<file path="config.mk">
export PLATFORM = sky130hd
export DESIGN_NAME = lane_queue_tracker
export DESIGN_NICKNAME = d
export VERILOG_FILES = /design/src/rtl/lane_queue_tracker.sv
export SDC_FILE = /design/constraint.sdc
export NUM_CORES = 1
export LEC_CHECK = 0
export ABC_AREA = 1
export ABC_CLOCK_PERIOD_IN_PS = 12700
export CORE_ASPECT_RATIO = 0.75
export CORE_UTILIZATION = 50
export CTS_CLUSTER_DIAMETER = 200
export CTS_CLUSTER_SIZE = 20
export DETAILED_ROUTE_END_ITERATION = 10
export PLACE_DENSITY = 0.72
export SLEW_MARGIN = 20
export SYNTH_ARGS = -nofsm -noshare
export SYNTH_HDL_FRONTEND = slang
export SYNTH_SLANG_ARGS = --single-unit
export TNS_END_PERCENT = 1
</file>
<file path="constraint.sdc">
create_clock -name clk -period 12.7 [get_ports clk]
set_input_delay 2.54 -clock clk [delete_from_list [all_inputs] [get_ports clk]]
set_output_delay 2.54 -clock clk [all_outputs]
set_load 0.01 [all_outputs]
</file>
<file path="src/rtl/lane_queue_tracker.sv">
// lane_queue_tracker
// Tracks live per-lane vehicle queue counts. Arrivals come from edge-detected
// loop sensors. Departures come from a per-lane timer that releases one car
// every DEPART_CYCLES clocks while the lane is green.
// The counters drive the packed lane bus directly. The busiest-lane one-hot
// and the total count are registered one cycle behind the counters.
// Optional build macro: LANE_OVF_FLAG_EN adds sticky per-lane overflow flags
// (ovf) that record arrivals lost to counter saturation.
module lane_queue_tracker #(
  parameter int NUM_LANES     = 8,
  parameter int CNT_W         = 8,
  parameter int DEPART_CYCLES = 4
) (
  input  logic                                clk,
  input  logic                                rst,
  input  logic [NUM_LANES-1:0]                sensor,
  input  logic [NUM_LANES-1:0]                green,
  input  logic [NUM_LANES-1:0]                clear_lane,
  output logic [NUM_LANES*CNT_W-1:0]          lanes,
  output logic [NUM_LANES-1:0]                busiest,
`ifdef LANE_OVF_FLAG_EN
  output logic [NUM_LANES-1:0]                ovf,
`endif
  output logic [CNT_W+$clog2(NUM_LANES)-1:0]  total
);

  localparam int TMR_W = $clog2(DEPART_CYCLES) + 1;
  localparam int TOT_W = CNT_W + $clog2(NUM_LANES);
  localparam logic [TMR_W-1:0] TMR_LAST = TMR_W'(DEPART_CYCLES - 1);
  localparam logic [CNT_W-1:0] CNT_MAX  = {CNT_W{1'b1}};

  logic [NUM_LANES-1:0] r_sensor_q;
  logic [CNT_W-1:0]     r_cnt [NUM_LANES];
  logic [TMR_W-1:0]     r_tmr [NUM_LANES];
  logic [NUM_LANES-1:0] r_busiest;
  logic [TOT_W-1:0]     r_total;

  logic [NUM_LANES-1:0] w_arr;
  logic [NUM_LANES-1:0] w_tick;
  logic [NUM_LANES-1:0] w_dep;
  logic [CNT_W-1:0]     w_cnt_nxt [NUM_LANES];
  logic [TMR_W-1:0]     w_tmr_nxt [NUM_LANES];
  logic [NUM_LANES-1:0] w_busiest_nxt;
  logic [TOT_W-1:0]     w_total_nxt;
  logic [CNT_W-1:0]     w_max;

`ifdef LANE_OVF_FLAG_EN
  logic [NUM_LANES-1:0] r_ovf;
  logic [NUM_LANES-1:0] w_drop;
`endif

  // Rising edge of each loop sensor is one arrival; a held-high sensor counts once
  always_comb begin
    w_arr = sensor & ~r_sensor_q;
  end

  // Departure timers: run while green, wrap on the last step, and fire a
  // departure only when the lane has a car to release
  always_comb begin
    w_tick = '0;
    w_dep  = '0;
    for (int i = 0; i < NUM_LANES; i++) begin
      w_tmr_nxt[i] = '0;
      if (green[i]) begin
        if (r_tmr[i] == TMR_LAST) begin
          w_tick[i]    = 1'b1;
          w_tmr_nxt[i] = '0;
        end else begin
          w_tmr_nxt[i] = r_tmr[i] + TMR_W'(1);
        end
      end
      w_dep[i] = w_tick[i] && (r_cnt[i] != '0);
    end
  end

  // Counter update: clear beats everything, a matched arrival/departure
  // cancels, and arrivals saturate at full scale instead of wrapping
  always_comb begin
    for (int i = 0; i < NUM_LANES; i++) begin
      w_cnt_nxt[i] = r_cnt[i];
      if (clear_lane[i]) begin
        w_cnt_nxt[i] = '0;
      end else if (w_arr[i] && w_dep[i]) begin
        w_cnt_nxt[i] = r_cnt[i];
      end else if (w_arr[i]) begin
        if (r_cnt[i] != CNT_MAX) begin
          w_cnt_nxt[i] = r_cnt[i] + CNT_W'(1);
        end
      end else if (w_dep[i]) begin
        w_cnt_nxt[i] = r_cnt[i] - CNT_W'(1);
      end
    end
  end

`ifdef LANE_OVF_FLAG_EN
  // An arrival is lost only when it is not cancelled by a departure, the lane
  // is not being cleared, and the counter is already at full scale
  always_comb begin
    for (int i = 0; i < NUM_LANES; i++) begin
      w_drop[i] = w_arr[i] && !w_dep[i] && !clear_lane[i] && (r_cnt[i] == CNT_MAX);
    end
  end
`endif

  // Busiest lane (strictly greater wins, so ties keep the lowest index and
  // all-zero counts give no winner) and the full-width sum of all lanes
  always_comb begin
    w_max         = '0;
    w_busiest_nxt = '0;
    w_total_nxt   = '0;
    for (int i = 0; i < NUM_LANES; i++) begin
      w_total_nxt = w_total_nxt + TOT_W'(r_cnt[i]);
      if (r_cnt[i] > w_max) begin
        w_max            = r_cnt[i];
        w_busiest_nxt    = '0;
        w_busiest_nxt[i] = 1'b1;
      end
    end
  end

  // State registers; the sensor history is loaded during reset so a sensor
  // already high when reset releases does not look like a new arrival
  always_ff @(posedge clk) begin
    if (!rst) begin
      r_sensor_q <= sensor;
      r_busiest  <= '0;
      r_total    <= '0;
      for (int i = 0; i < NUM_LANES; i++) begin
        r_cnt[i] <= '0;
        r_tmr[i] <= '0;
      end
    end else begin
      r_sensor_q <= sensor;
      r_busiest  <= w_busiest_nxt;
      r_total    <= w_total_nxt;
      for (int i = 0; i < NUM_LANES; i++) begin
        r_cnt[i] <= w_cnt_nxt[i];
        r_tmr[i] <= w_tmr_nxt[i];
      end
    end
  end

`ifdef LANE_OVF_FLAG_EN
  // Sticky overflow flags; a lane clear wins over a same-cycle set
  always_ff @(posedge clk) begin
    if (!rst) begin
      r_ovf <= '0;
    end else begin
      r_ovf <= (r_ovf | w_drop) & ~clear_lane;
    end
  end

  assign ovf = r_ovf;
`endif

  // Lane bus is a direct view of the counter registers
  always_comb begin
    lanes = '0;
    for (int i = 0; i < NUM_LANES; i++) begin
      lanes[i*CNT_W +: CNT_W] = r_cnt[i];
    end
  end

  assign busiest = r_busiest;
  assign total   = r_total;

endmodule

</file>
# == Word level (Yosys, flattened, before mapping) ==
# Memory sizes are Yosys's and may differ from the RTL's.
# Cells that the tools add are included.
# word_totals
regBits,27
latch_bits,0
ramBits,88
mem_bits_ro,0
input_bits,26
out_inout_bits,83
word_cells,222
memories,2
# mem_list
name,depth,width,read_ports,rd_clocked_by_memory_dff,write_ports,line_no,rtl
r_cnt,8,8,8,0,8,33,logic [CNT_W-1:0] r_cnt [NUM_LANES];
r_tmr,8,3,8,0,8,34,logic [TMR_W-1:0] r_tmr [NUM_LANES];
# op_classes
addsub,31
multipliers,0
div,0
order_cmp,8
n_eq_ne,16
shift,0
n_mux,105
n_bitwise,19
n_reduce_logical,31
# ops
operator,n
$mux W8,62
$mux W3,24
$add A8 B1 Y8 const B,8
$ne A8 B8 Y1 const B,8
$reduce_bool A8 Y1,8
$sub A8 B1 Y8 const B,8
$gt A8 B8 Y1,7
$add A11 B8 Y11,4
$add A3 B1 Y3 const B,8
$eq A3 B2 Y1 const B,8
$mux W1,19
$logic_and A1 B1 Y1,16
$or A1 B1 Y1,16
$add A10 B8 Y11,1
$add A9 B8 Y10,1
$add A8 B8 Y9,1
$and A8 B8 Y8,1
$gt A8 B1 Y1 const B,1
$not A8 Y8,1
$reduce_or A8 Y1,1
$reduce_or A7 Y1,1
$reduce_or A6 Y1,1
$reduce_or A5 Y1,1
$reduce_or A4 Y1,1
other kinds (3),3

# == Logic depth before layout (Yosys ltp) ==
# Gate-level depths: netlist of run 1.
# An unclocked memory read counts as a cell.
# depth
depth_word,17
depth_mapped,83
ltp_nobuf,79

# == Least setup slack after synthesis of run 1 ==
# Ideal clock, no wire load.
# synth_timing
path_kind,register -> register
startpoint,memory r_cnt[0][7]
endpoint,register r_busiest[3] (netlist: busiest[3])
setup_ns,0.073
arrival_time_ns,9.315
t_required_ns,12.627
path_slack_ns,3.312
stages_incl_launch_ff,63
period_less_slack_ns,9.388
path_cell_list,dfxtp_1 -> inv_1 -> ha_1 -> a21o_1 -> nor2_1 -> nand2_2 -> nand2_2 -> clkbuf_1 -> o21ai_0 -> ha_1 -> a21oi_1 -> nor2_1 -> a211oi_1 -> nand2_2 -> nand2_4 -> clkbuf_1 -> o21ai_0 -> ha_1 -> [27 not listed] -> nand2_1 -> o21ai_0 -> nand2_1 -> o211ai_1 -> nand2_1 -> buf_2 -> or2_2 -> nand2_1 -> ha_1 -> nand2_1 -> nor2_1 -> a211oi_1 -> a32oi_1 -> nor2_1 -> inv_1 -> nor2_1 -> nand2_1 -> nor3_2
# synth_lines
element,line_no,rtl
"start, declared",33,
"end signal, assigned",134,r_busiest <= w_busiest_nxt;
"end, declared",35,logic [NUM_LANES-1:0] r_busiest;

==> results.md, run 1 <==
- The flow ran to the end, and the final reports show no timing, DRC or antenna violations.
- Among all stages on the critical path, the largest delay is contributed by dfxtp_1.
- The ratio of cells with drive above 1 in the final layout is about 4.8%.
- Along the worst hold path, the cell count comes to 1.
- The clock tree synthesis step divided the H-tree into 4 levels.
- The floorplan row count is 43.
- Setup total negative slack on the finished layout was measured at 0 ns.
- Port buffering added ~110 buffers.
- The startpoint of the worst hold path is r_tmr[1][0]$_SDFF_PP0_.
- The final setup skew is between 0.015 and 0.02 ns.
- The die covers between 15000 and 20000 um2.
- The worst IR drop on VDD is between 0.0001 and 0.00015 V.
- In this design, the critical path's most frequently occurring cell is nand2_1.
- The initial antenna violation count is 0.
- The relative slew slack is a little over half.
- For this run, the slowest stage of the critical path takes about 0.53 ns.
- The source-to-sink clock delay at the later pin of the worst-skew pair is between 0.4 and 0.5 ns.
- The yosys synthesis warning count is 0.
- In this run the worst path has a maximum fanout of 18.
- After detailed routing, the wire length on met1 is ~12000 um.
- Measured along the y axis, the die boundary spans approximately 120 um.
- The net count of the finished layout is 1559.
- The gate count after technology mapping is 1243.
- Each instance of the synthesized netlist takes up on average about 7.6 um2.
- The netlist area before placement is ~9500 um2.
- The detailed route wirelength on metal3 is approximately 1800 um.
- The first global-routing pass estimated 40300 um of wire.
- The core region is between 15000 and 20000 um2.
- In this run the power density over the cells is between 150 and 200 nW/um2.
- The number of pins with negative max-slew slack in the final report is 0.
- Entering global routing, the biggest net connects 19 pins.
- The first TritonRoute pass finished after 7 iterations.
- In this run the count of I/O pins placed on the die edge is 109.
- The library cell used most frequently in the layout, excluding fill and tap cells, is inv_1.
- The worst setup path is launched from a flip-flop.
- The worst register-to-register path ends at busiest[0]$_SDFF_PP0_.
- Data on the critical path arrives at its endpoint at roughly 11 ns.
- For this block, the routed nets add up to about 25000 um of wire.
- Tracing the worst setup path back leads to its startpoint at r_cnt[0][2]$_SDFFE_PP0P_.
- The data required time at the worst endpoint is between 10 and 15 ns.
- The register-to-register path setup slack is 2.31 ns.
- The cell sitting at the root of the clock tree is a clkbuf_16.
- The max-capacitance violation count is 0.
- The tightest min-delay check is of the reg2reg type.
- The total overflow left after global routing is 0.
- The depth of the most critical reg-to-reg path is between 60 and 70.
- The total track usage is 26.4%.
- No sink is reached through more buffers than the 2 on the longest clock path.
- The post-route clock period utilization is about four fifths.
- From left edge to right edge, the die measures between 150 and 200 um.
- Leaving out fill and tap cells, the most frequent cells in the layout are 189 x inv_1, 176 x nand2_1, 124 x ha_1, 117 x a21oi_1, 117 x nor2_1.
- The number of buffers created by CTS is 17.
- Setup repair after global routing left no endpoint under its margin.
- 0 antenna diodes ended up in the layout.
- Once detailed placement completed, the half-perimeter wirelength came to 18800 um.
- The highest signal layer in the routed design is met4.
- Setup violations remaining at the end of the flow were counted as 0.
- The number of global-route vias before repair is 8018.
- Counting every net in the synthesized netlist gives 1448.
- Synthesis inferred 115 register bits.
- Derived from the worst setup path, the maximum achievable clock frequency is between 90 and 100 MHz.
- CTS saw 115 sinks.
- The detail-routed via count per cell is between 5 and 6.
- The TritonCTS clock tree is yes.
- The detailed router's first-iteration violation count is 676.
- Compared with the post-synthesis result, the final layout area differs by 20.1%.
- Summed over all cells, the static leakage comes to 5.40 nW.
- The number of cells after detailed placement is between 1500 and 2000.
- The clock period could shrink to ~10 ns.
- After detailed routing, the number of remaining DRC violations is 0.
- The worst register-to-register path begins at r_cnt[0][2]$_SDFFE_PP0P_.
- The number of setup buffers added after CTS is 0.
- The critical path start-end classification is reg2reg.
- The mean routed wirelength per cell is between 15 and 20 um.
- The post-synthesis cell type count is 43.
- The measured slew at the worst slew-check pin is 0.692 ns.
- The share of the Yosys chip area taken by registers is between 20% and 30%.
- STA classifies the critical path endpoint as a flip-flop.
- The effective utilization at floorplan is 51.1%.
- The overall via count from detail_route is 8634.
- The post-detailed-route count of antenna-violating nets is 0.
- The non-filler instance count after layout is about 1600.
- The hold violation count in the final report is 0.
- The congestion estimate from routability-driven global placement came to approximately 0.91.
- The count of cells resized by post-cts repair is 0.
- Clock-pin slew was measured on the worst setup and hold paths at 0.06 ns.
- The quantity of hold-fixing buffers added after cts is 0.
- The sum of met2 wire segment lengths after detailed routing is slightly above 10000 um.
- The worst hold path terminates at r_tmr[1][0]$_SDFF_PP0_.
==> synth_stat cells <==
master,n,area share (%)
inv_1,189,7.5
nand2_1,176,7.0
ha_1,124,16
a21oi_1,117,6.2
nor2_1,117,4.6
dfxtp_1,115,24
o21ai_0,114,6.0
fa_1,55,12
nand3_1,53,2.8
xnor2_1,23,2.1
nand4_1,19,1.3
nor4_1,18,1.2
clkbuf_1,15,0.59
xor2_1,15,1.4
a31oi_1,12,0.79
nand2_2,12,0.79
and2_1,9,0.59
o21bai_1,9,0.71
a211oi_1,5,0.40
nor2_2,5,0.33
or2_2,5,0.33
inv_2,4,0.16
nor3_1,4,0.21
nand3b_1,3,0.24
a211o_1,2,0.19
a22oi_1,2,0.16
nand2_4,2,0.24
nand3b_2,2,0.24
nand4_2,2,0.26
nor3_2,2,0.21
a21o_1,1,0.079
a32oi_1,1,0.093
and3_1,1,0.066
buf_2,1,0.053
buf_6,1,0.12
clkinv_1,1,0.040
mux2_2,1,0.12
mux2i_1,1,0.11
nand3_2,1,0.11
o211ai_1,1,0.079
o21a_1,1,0.079
o311ai_0,1,0.093
o31ai_1,1,0.079
==> worst max path at each step <==
stage / to / cells past startpoint / slack (ns)
floorplan: busiest[3]$_SDFF_PP0_ / 62 / 3.31
global placement: busiest[3]$_SDFF_PP0_ / 61 / 2.74
detailed placement: busiest[0]$_SDFF_PP0_ / 62 / 2.53
CTS: busiest[0]$_SDFF_PP0_ / 62 / 2.45
global route: busiest[0]$_SDFF_PP0_ / 63 / 1.26
finish: busiest[0]$_SDFF_PP0_ / 62 / 2.31
==> flip-flops by register name, summed over array words and instances, names as in the netlist <==
register and count:
r_cnt 64, r_tmr 24, total 11, busiest 8, r_sensor_q 8
==> through the flow <==
step / hold slack (ns) / cell area [um2] / util (%) / total power [W] / setup slack (ns)
after floorplan: 0.399 / 9470 / - / 0.00127 / 3.31
after global placement: 0.409 / 10800 / 58.3 / 0.00150 / 2.74
after detailed placement: 0.413 / 10800 / 58.3 / 0.00152 / 2.53
after CTS: 0.423 / 11400 / 61.4 / 0.00202 / 2.45
after global routing: 0.438 / 11400 / 61.4 / 0.00221 / 1.26
final: 0.419 / 11400 / 61.4 / 0.00202 / 2.31
==> layer usage <==
layer,vias up,global-route usage [%]
li1,4354,-
met1,3985,38.5
met2,269,39.6
met5,-,0
met3,26,5.30
met4,0,6.90
==> logic make-up (layout without fill, tap and decap cells) <==
| kind of cell | after synthesis | count (layout) | synth area share [%] |
|---|---|---|---|
| AO/OA/AOI/OAI | 267 | 267 | 15.0 |
| XOR/XNOR | 38 | 38 | 3.52 |
| adder cells (fa/ha/maj) | 179 | 179 | 28.0 |
| buffers and inverters | 211 | 335 | 8.46 |
| flip-flops | 115 | 115 | 24.3 |
| multiplexers | 2 | 2 | 0.225 |
| AND/OR/NAND/NOR | 431 | 431 | 20.5 |
==> power breakdown <==
part	total, W	switching [W]	internal (W)	leakage [nW]
Combinational	0.00113	0.000705	0.000424	4.18
Clock	0.000481	0.000178	0.000303	0.283
Sequential	0.000414	0.0000280	0.000386	0.940
Total	0.00202	0.000911	0.00111	5.40
==> layout make-up <==
cell class	instances	area, um2
clock buffer	23	478
clock inverter	9	104
fill	1640	7140
inverter	194	728
multi-input combinational	917	6360
sequential	115	2300
tap	247	309
timing repair buffer	109	1090
==> worst max-delay path: cells and delay by family (launching register included) <==
family,cells,cell delay [ns]
compound gates,12,2.22
buf+inv,7,0.67
flops,1,0.53
fa+ha+maj,7,2.12
simple gates,36,4.75
(Power assumes the default switching activity.)
==> run 2: changes to the inputs <==
- ABC_CLOCK_PERIOD_IN_PS: 12700 -> 10200
- clock period: 12.7 -> 10.2 ns (I/O delays scaled with it)
==> run 2 against run 1 <==
Register-to-register slack worse by 1.6 ns. Global-route usage down 0.074 points. Total power up 33%. Sequential share of layout area decreased by 0.40 points. Cell area is 2.4% higher. Critical path depth grew 5. Non-clock buffer count increased by 19. Routed wire length is 1.1% higher. Combinational power up 35%. Clock skew is 0.0065 ns lower. Largest power group unchanged. Highest routed layer unchanged.
==> results.md, run 2 (synthesized netlist as in run 1, its figures left out) <==
- Once detail routing completed, the nets flagged for antenna violations numbered 0.
- The startpoint class of the critical path is a flip-flop.
- The number of buffers created by CTS is 17.
- The global-route congestion overflow total is 0.
- The total track usage is between 20% and 30%.
- The register with the most flip-flops is r_cnt.
- The number of pins with negative max-slew slack in the final report is 0.
- The flow ran to the end, and the final reports show no timing, DRC or antenna violations.
- For the worst setup path, the data arrival time is approximately 9.9 ns.
- The effective utilization at floorplan is between 50% and 60%.
- In this run the worst path has a maximum fanout of 18.
- The floorplan step set the die height to 121 um.
- The number of cells after detailed placement is ~1600.
- After detailed routing, the total wire length is about 25000 um.
- Leaving out fill and tap cells, the most frequent cells in the layout are 187 x inv_1, 175 x nand2_1, 124 x ha_1, 117 x a21oi_1, 116 x nor2_1.
- The worst IR drop on VDD is 0.000170 V.
- The worst hold path class is reg2reg.
- The detailed-route DRC error count is 0.
- For this design the static power due to leakage is 5.52 nW.
- On the critical path, the stage with the largest delay is an instance of dfxtp_1.
- The critical path start-end classification is reg2reg.
- Clock latency on the worst-skew pair, taken at its later pin, is 0.44 ns.
- The growth of design area from synthesis to finish is 23.0%.
- The maximum number of pins on one net before global-route repair is 19.
- The max-capacitance violation count is 0.
- After detailed routing, the number of vias per cell comes to 5.33.
- At the pin with the least slew margin, the transition time is slightly below 0.7 ns.
- Counting both buffers and inverters, the worst setup path holds a total of 8.
- Headroom to the max-slew limit came out at about 55%.
- Combinational logic burns a little under three fifths of the power.
- Leaving out filler cells and counting taps, the final layout contains between 1500 and 2000.
- The root cell of the clock tree is clkbuf_16.
- In this run the deepest clock path goes through 2 buffers.
- Per report_power, the clock group accounts for approximately a quarter of the total.
- The timing-limited maximum frequency is roughly 110 MHz.
- In this run the standard cell core region covers ~19000 um2.
- In this run the core area contains 43 standard-cell rows.
- Among the stages of the critical path, the cell type that occurs most often is nand2_1.
- The ratio of cells with drive above 1 in the final layout is under 10%.
- The detailed router's first-iteration violation count is roughly 800.
- The final critical delay including setup and external delays is approximately 9.5 ns.
- Sequential cells burn about a fifth of the power.
- The kind of cell with the highest combined delay on the critical path is simple AND/OR/NAND/NOR gates.
- The die width is ~160 um.
- The TritonCTS clock tree is yes.
- Across the routed clock network, the largest skew measured is between 0.009 and 0.01 ns.
- The hold violation count in the final report was 0.
- The final-layout fill cell count is approximately 1600.
- The number of nets in the final layout is between 1500 and 2000.
- The initial antenna violation count is 0.
- The register with the most flip-flops in the layout has 64 of them.
- The post-route setup TNS is 0 ns.
- The longest individual stage delay on the worst path is 0.48 ns.
- ~110 I/O pins were placed.
- CTS built an H-tree with a depth of 4.
- The setup violation total in the final timing report is 0.
- The first detailed-routing pass took 5 iterations.
- In this run the power spent charging and discharging nets is around 0.0012 W.
- The antenna diode count is 0.
- The tree built by TritonCTS fans out to approximately 120 sinks.
- At the worst endpoint, the required time is 10.56 ns.
- The most frequent standard cell in the layout excluding fill and tap cells is inv_1.
- The quantity of I/O buffers inserted on ports is approximately 110.
- In the final routed layout, each cell accounts on average for ~15 um.
- The internal portion of the total power is approximately 0.0015 W.
- Across all layers, the routed design uses 8713 vias.
- STA classifies the critical path endpoint as a flip-flop.
- The detailed placement HPWL is ~19000 um.
- The number of global-route vias before repair was 7970.
- The first global-routing pass estimated between 40000 and 50000 um of wire.
- For this design the ratio of total power to cell area is around 230 nW/um2.
- The area enclosed by the die boundary is ~20000 um2.
- The final weighted congestion in routability-driven placement is 0.920.
- The switching portion of total power is between 40% and 50%.
- The post-route clock period utilization is between 90% and 100%.
- After clock tree synthesis, the clock-pin slew on the worst setup and hold paths is 0.06 ns.
run 2: metrics by stage:
step	util (%)	power (W)	hold WS, ns	setup WS, ns	cell area (um2)
2_1_floorplan	-	0.00158	0.399	0.812	9470
3_3_place_gp	58.4	0.00187	0.410	0.444	10800
3_5_place_dp	58.4	0.00189	0.411	0.132	10800
4_1_cts	61.8	0.00255	0.422	0.0617	11400
5_1_grt	62.9	0.00293	0.438	-0.133	11600
6_report	62.9	0.00269	0.421	0.689	11600
run 2: timing repair:
item | CTS | global route
setup endpoints to repair | 0 | 8
endpoints found under the hold margin | 0 | 0
hold buffers | 0 | 0
setup buffers | 0 | 16
gates resized for setup | 0 | 26
run 2: worst register-to-register path, delay by kind of cell (launching register included):
kind / cells / cell delay, ns
and+or+nand+nor: 41 / 4.26
adders and majority gates: 7 / 2.12
AOI/OAI and AO/OA: 11 / 1.78
buffers and inverters: 8 / 0.80
DFF: 1 / 0.48
run 2: final cells by class:
cell class	instances	area (um2)	area share [%]
well taps	247	309	2.66
inverters	194	732	6.29
clock inverters	13	181	1.56
multi-input cells	919	6430	55.3
repair buffers	128	1230	10.6
clock buffers	19	443	3.81
flip-flops and latches	115	2310	19.8
run 2: final timing paths:
| path | startpoint | end | slack [ns] | depth (start not counted) |
|---|---|---|---|---|
| setup reg to reg | r_cnt[0][1]$_SDFFE_PP0P_ | busiest[3]$_SDFF_PP0_ | 0.69 | 67 |
| hold / removal | r_tmr[1][6]$_SDFF_PP0_ | r_tmr[1][6]$_SDFF_PP0_ | 0.42 | 1 |
| hold reg to reg | r_tmr[1][6]$_SDFF_PP0_ | r_tmr[1][6]$_SDFF_PP0_ | 0.42 | 1 |
| setup / recovery | r_cnt[0][1]$_SDFFE_PP0P_ | busiest[3]$_SDFF_PP0_ | 0.69 | 67 |
run 2: metal layers:
metal  wire length, um  part of all wire, %  track usage [%]  up-vias
met4               396                  1.6             7.25        0
met5                 0                    0                0        -
met3              1950                  7.9             5.47       37
met1             12000                   48             38.9     3967
li1                  -                    -                -     4407
met2             10500                   42             38.6      302
run 2: power groups by stage:
stage	registers [W]	logic (W)	clock network [W]
CTS	0.000514	0.00138	0.000652
global route	0.000518	0.00173	0.000674
detailed placement	0.000524	0.00137	0
finish	0.000515	0.00153	0.000646
floorplan	0.000523	0.00106	0
global placement	0.000523	0.00135	0
==> run 3: changes to the inputs <==
- CELL_PAD_IN_SITES_DETAIL_PLACEMENT: unset -> 0
- CELL_PAD_IN_SITES_GLOBAL_PLACEMENT: unset -> 2
- CORE_UTILIZATION: 50 -> 38
- DONT_BUFFER_PORTS: unset -> 1
- PLACE_DENSITY: 0.72 -> 0.81
==> run 3 against run 2 <==
Maximum frequency up 2.7%. Register-to-register slack improved by 0.25 ns. Total power up 0.53%. Cell count decreased by 1.5%. First-iteration DRC count fell by 49%. Largest power group unchanged. Clock power grew 11%.
==> results.md, run 3 (synthesized netlist as in run 1, its figures left out) <==
- The number of global-route vias before repair is roughly 7600.
- Dividing the detail-routed via count by the number of cells gives 5.01.
- The root cell of the clock tree is clkbuf_16.
- For this run, the slowest stage of the critical path takes about 0.40 ns.
- The first global-routing pass estimated roughly 42000 um of wire.
- The repair_antennas step left the layout with diodes totalling 0.
- The I/O pin count is approximately 110.
- The cell leakage power is 5.19 nW.
- The final setup skew is about 0.0086 ns.
- The run finished with clean final reports.
- The top fanout value on the critical path is 18.
- STA classifies the critical path startpoint as a flip-flop.
- The hold violation count in the final report was 0.
- Summing over every cut layer, the via total after detailed routing is ~8000.
- The initial antenna violation count is 0.
- Setup violations remaining at the end of the flow were counted as 0.
- For the pin with the worst max-slew slack, the measured transition is ~0.63 ns.
- For this configuration, the core starts out at a cell density of 39.1%.
- Of the total power, combinational logic draws 54.3%.
- Clock tree synthesis inserted a total of 17 buffers.
- The register with the most flip-flops in the layout has 64 of them.
- Routability-driven placement finished with a final weighted congestion of approximately 0.85.
- The clock network burns between 20% and 30% of the power.
- The post-route clock period utilization is between 90 and 100%.
- In the final timing run, aggregate negative setup slack is 0 ns.
- The final layout contains around 1500 nets.
- The depth of the most critical reg-to-reg path is 66.
- Max-cap violations in this run came to 0.
- The area enclosed by the die boundary is ~26000 um2.
- The clock transition at the registers of the reported paths is ~0.060 ns.
- The top cell types in the final layout, fill and taps aside, are 188 x inv_1, 175 x nand2_1, 124 x ha_1, 117 x a21oi_1, 116 x nor2_1.
- The first routing iteration left around 410 violations.
- The internal portion of the total power is around 0.0015 W.
- After layout, the minimum clock period comes to 9.26 ns.
- The floorplan has 49 rows.
- The most frequent standard cell in the layout excluding fill and tap cells is inv_1.
- Summed over all nets, the switching power comes to approximately 0.0012 W.
- The worst setup path is of the reg2reg kind.
- The floorplan step set the die width to 184 um.
- The sum of internal, switching and leakage power is 0.00271 W.
- The number of pins with negative max-slew slack in the final report is 0.
- The critical path capture point type is a flip-flop.
- More flip-flops sit in one register than any other, and that register is r_cnt.
- Of the cells placed in the final design, the portion with a size suffix greater than 1 is between 7 and 8%.
- The switching portion of total power is 44.0%.
- Global routing used about 21% of the available tracks.
- IR analysis of the VDD net gives a maximum drop of 0.000149 V.
- TritonCTS built the clock tree.
- The cell depth of the worst min-delay path is 1.
- The cell seen most often among critical-path stages is nand2_1.
- Global routing finished with a remaining overflow of 0.
- Based on the critical path, the design can be clocked at up to between 100 and 150 MHz.
- After detailed routing, the total wire length is ~26000 um.
- In this run the vertical extent of the chip is approximately 140 um.
- In this run the number of H-tree levels came out at 4.
- Summed over all nets, the half-perimeter wirelength after detailed placement is a little over 20000 um.
- The relative slew slack is between 50 and 60%.
- The data required time at the worst endpoint is roughly 11 ns.
- The standard cell with the maximum stage delay on the critical path is dfxtp_2.
- The mean routed wirelength per cell is 16.2 um.
- From synthesis to final layout, the design area changed by 13.7%.
- The region available for standard cell placement spans 24200 um2.
- The detailed-route DRC error count is 0.
- The number of sinks handled by clock tree synthesis is between 100 and 150.
- In this run the remaining antenna-violating nets after routing total 0.
- The quantity of I/O buffers inserted on ports is 0.
- At the worst endpoint, the arrival time is between 9 and 10 ns.
- Entering global routing, the biggest net connects 19 pins.
- The power density over the cells is roughly 250 nW/um2.
- The path class of the tightest hold or removal check is reg2reg.
- The number of iterations in the first detailed-routing pass is 5.
- The fraction of power consumed by sequential logic is between 15 and 20%.
- The largest buffer count on any clock path is 2.
- The source-to-sink clock delay at the later pin of the worst-skew pair is 0.42 ns.
==> run 3: power by group through the flow <==
stage | logic [W] | registers [W] | clock network [W]
3_5_place_dp | 0.00135 | 0.000535 | 0
5_1_grt | 0.00168 | 0.000529 | 0.000750
2_1_floorplan | 0.00106 | 0.000523 | 0
6_report | 0.00147 | 0.000524 | 0.000715
3_3_place_gp | 0.00135 | 0.000535 | 0
4_1_cts | 0.00136 | 0.000525 | 0.000730
==> run 3: area by class of cell <==
| class | count | area, um2 |
|---|---|---|
| clock inverters | 10 | 228 |
| repair buffers | 21 | 158 |
| multi-input cells | 918 | 6470 |
| clock buffers | 21 | 460 |
| inverters | 194 | 728 |
| flip-flops and latches | 115 | 2300 |
| well taps | 331 | 414 |
| fillers | 2471 | 13500 |
==> run 3: final timing paths <==
kind / from / to / slack, ns
worst max-delay path: r_cnt[0][7]$_SDFFE_PP0P_ / busiest[3]$_SDFF_PP0_ / 0.94
worst min-delay path: r_tmr[0][9]$_SDFF_PP0_ / r_tmr[0][9]$_SDFF_PP0_ / 0.42
worst max register to register: r_cnt[0][7]$_SDFFE_PP0P_ / busiest[3]$_SDFF_PP0_ / 0.94
worst min register to register: r_tmr[0][9]$_SDFF_PP0_ / r_tmr[0][9]$_SDFF_PP0_ / 0.42
==> run 3: metrics by stage <==
step / instance area, um2 / cells / worst slack (ns) / hold WS [ns] / util, %
3_5_place_dp: 9930 / 1574 / 0.110 / 0.412 / 41.0
6_report: 10800 / 1610 / 0.940 / 0.418 / 44.5
3_3_place_gp: 9930 / 1574 / 0.119 / 0.409 / 41.0
4_1_cts: 10600 / 1605 / 0.0594 / 0.421 / 43.9
5_1_grt: 10800 / 1610 / -0.0253 / 0.429 / 44.5
2_1_floorplan: 9470 / 1243 / 0.812 / 0.399 / -
==> run 3: metal layers <==
metal / track usage, % / part of all wire (%) / up-vias
li1: - / - / 4190
met1: 32.3 / 53 / 3712
met4: 5.09 / 0.85 / 0
met3: 4.49 / 4.8 / 12
met2: 30.7 / 41 / 148
met5: 0 / 0 / -
==> run 3: what timing repair did <==
item / CTS / global route
hold buffers: 0 / 0
endpoints found under the setup margin: 0 / 8
buffers inserted: 0 / 4
resized for setup: 0 / 37
==> run 3: worst max-delay path, delay by kind of cell, from the launching register on <==
family / cells / cell delay, ns
buf+inv: 7 / 0.78
fa+ha+maj: 7 / 2.17
flops: 1 / 0.40
compound gates: 10 / 1.44
simple gates: 42 / 4.41
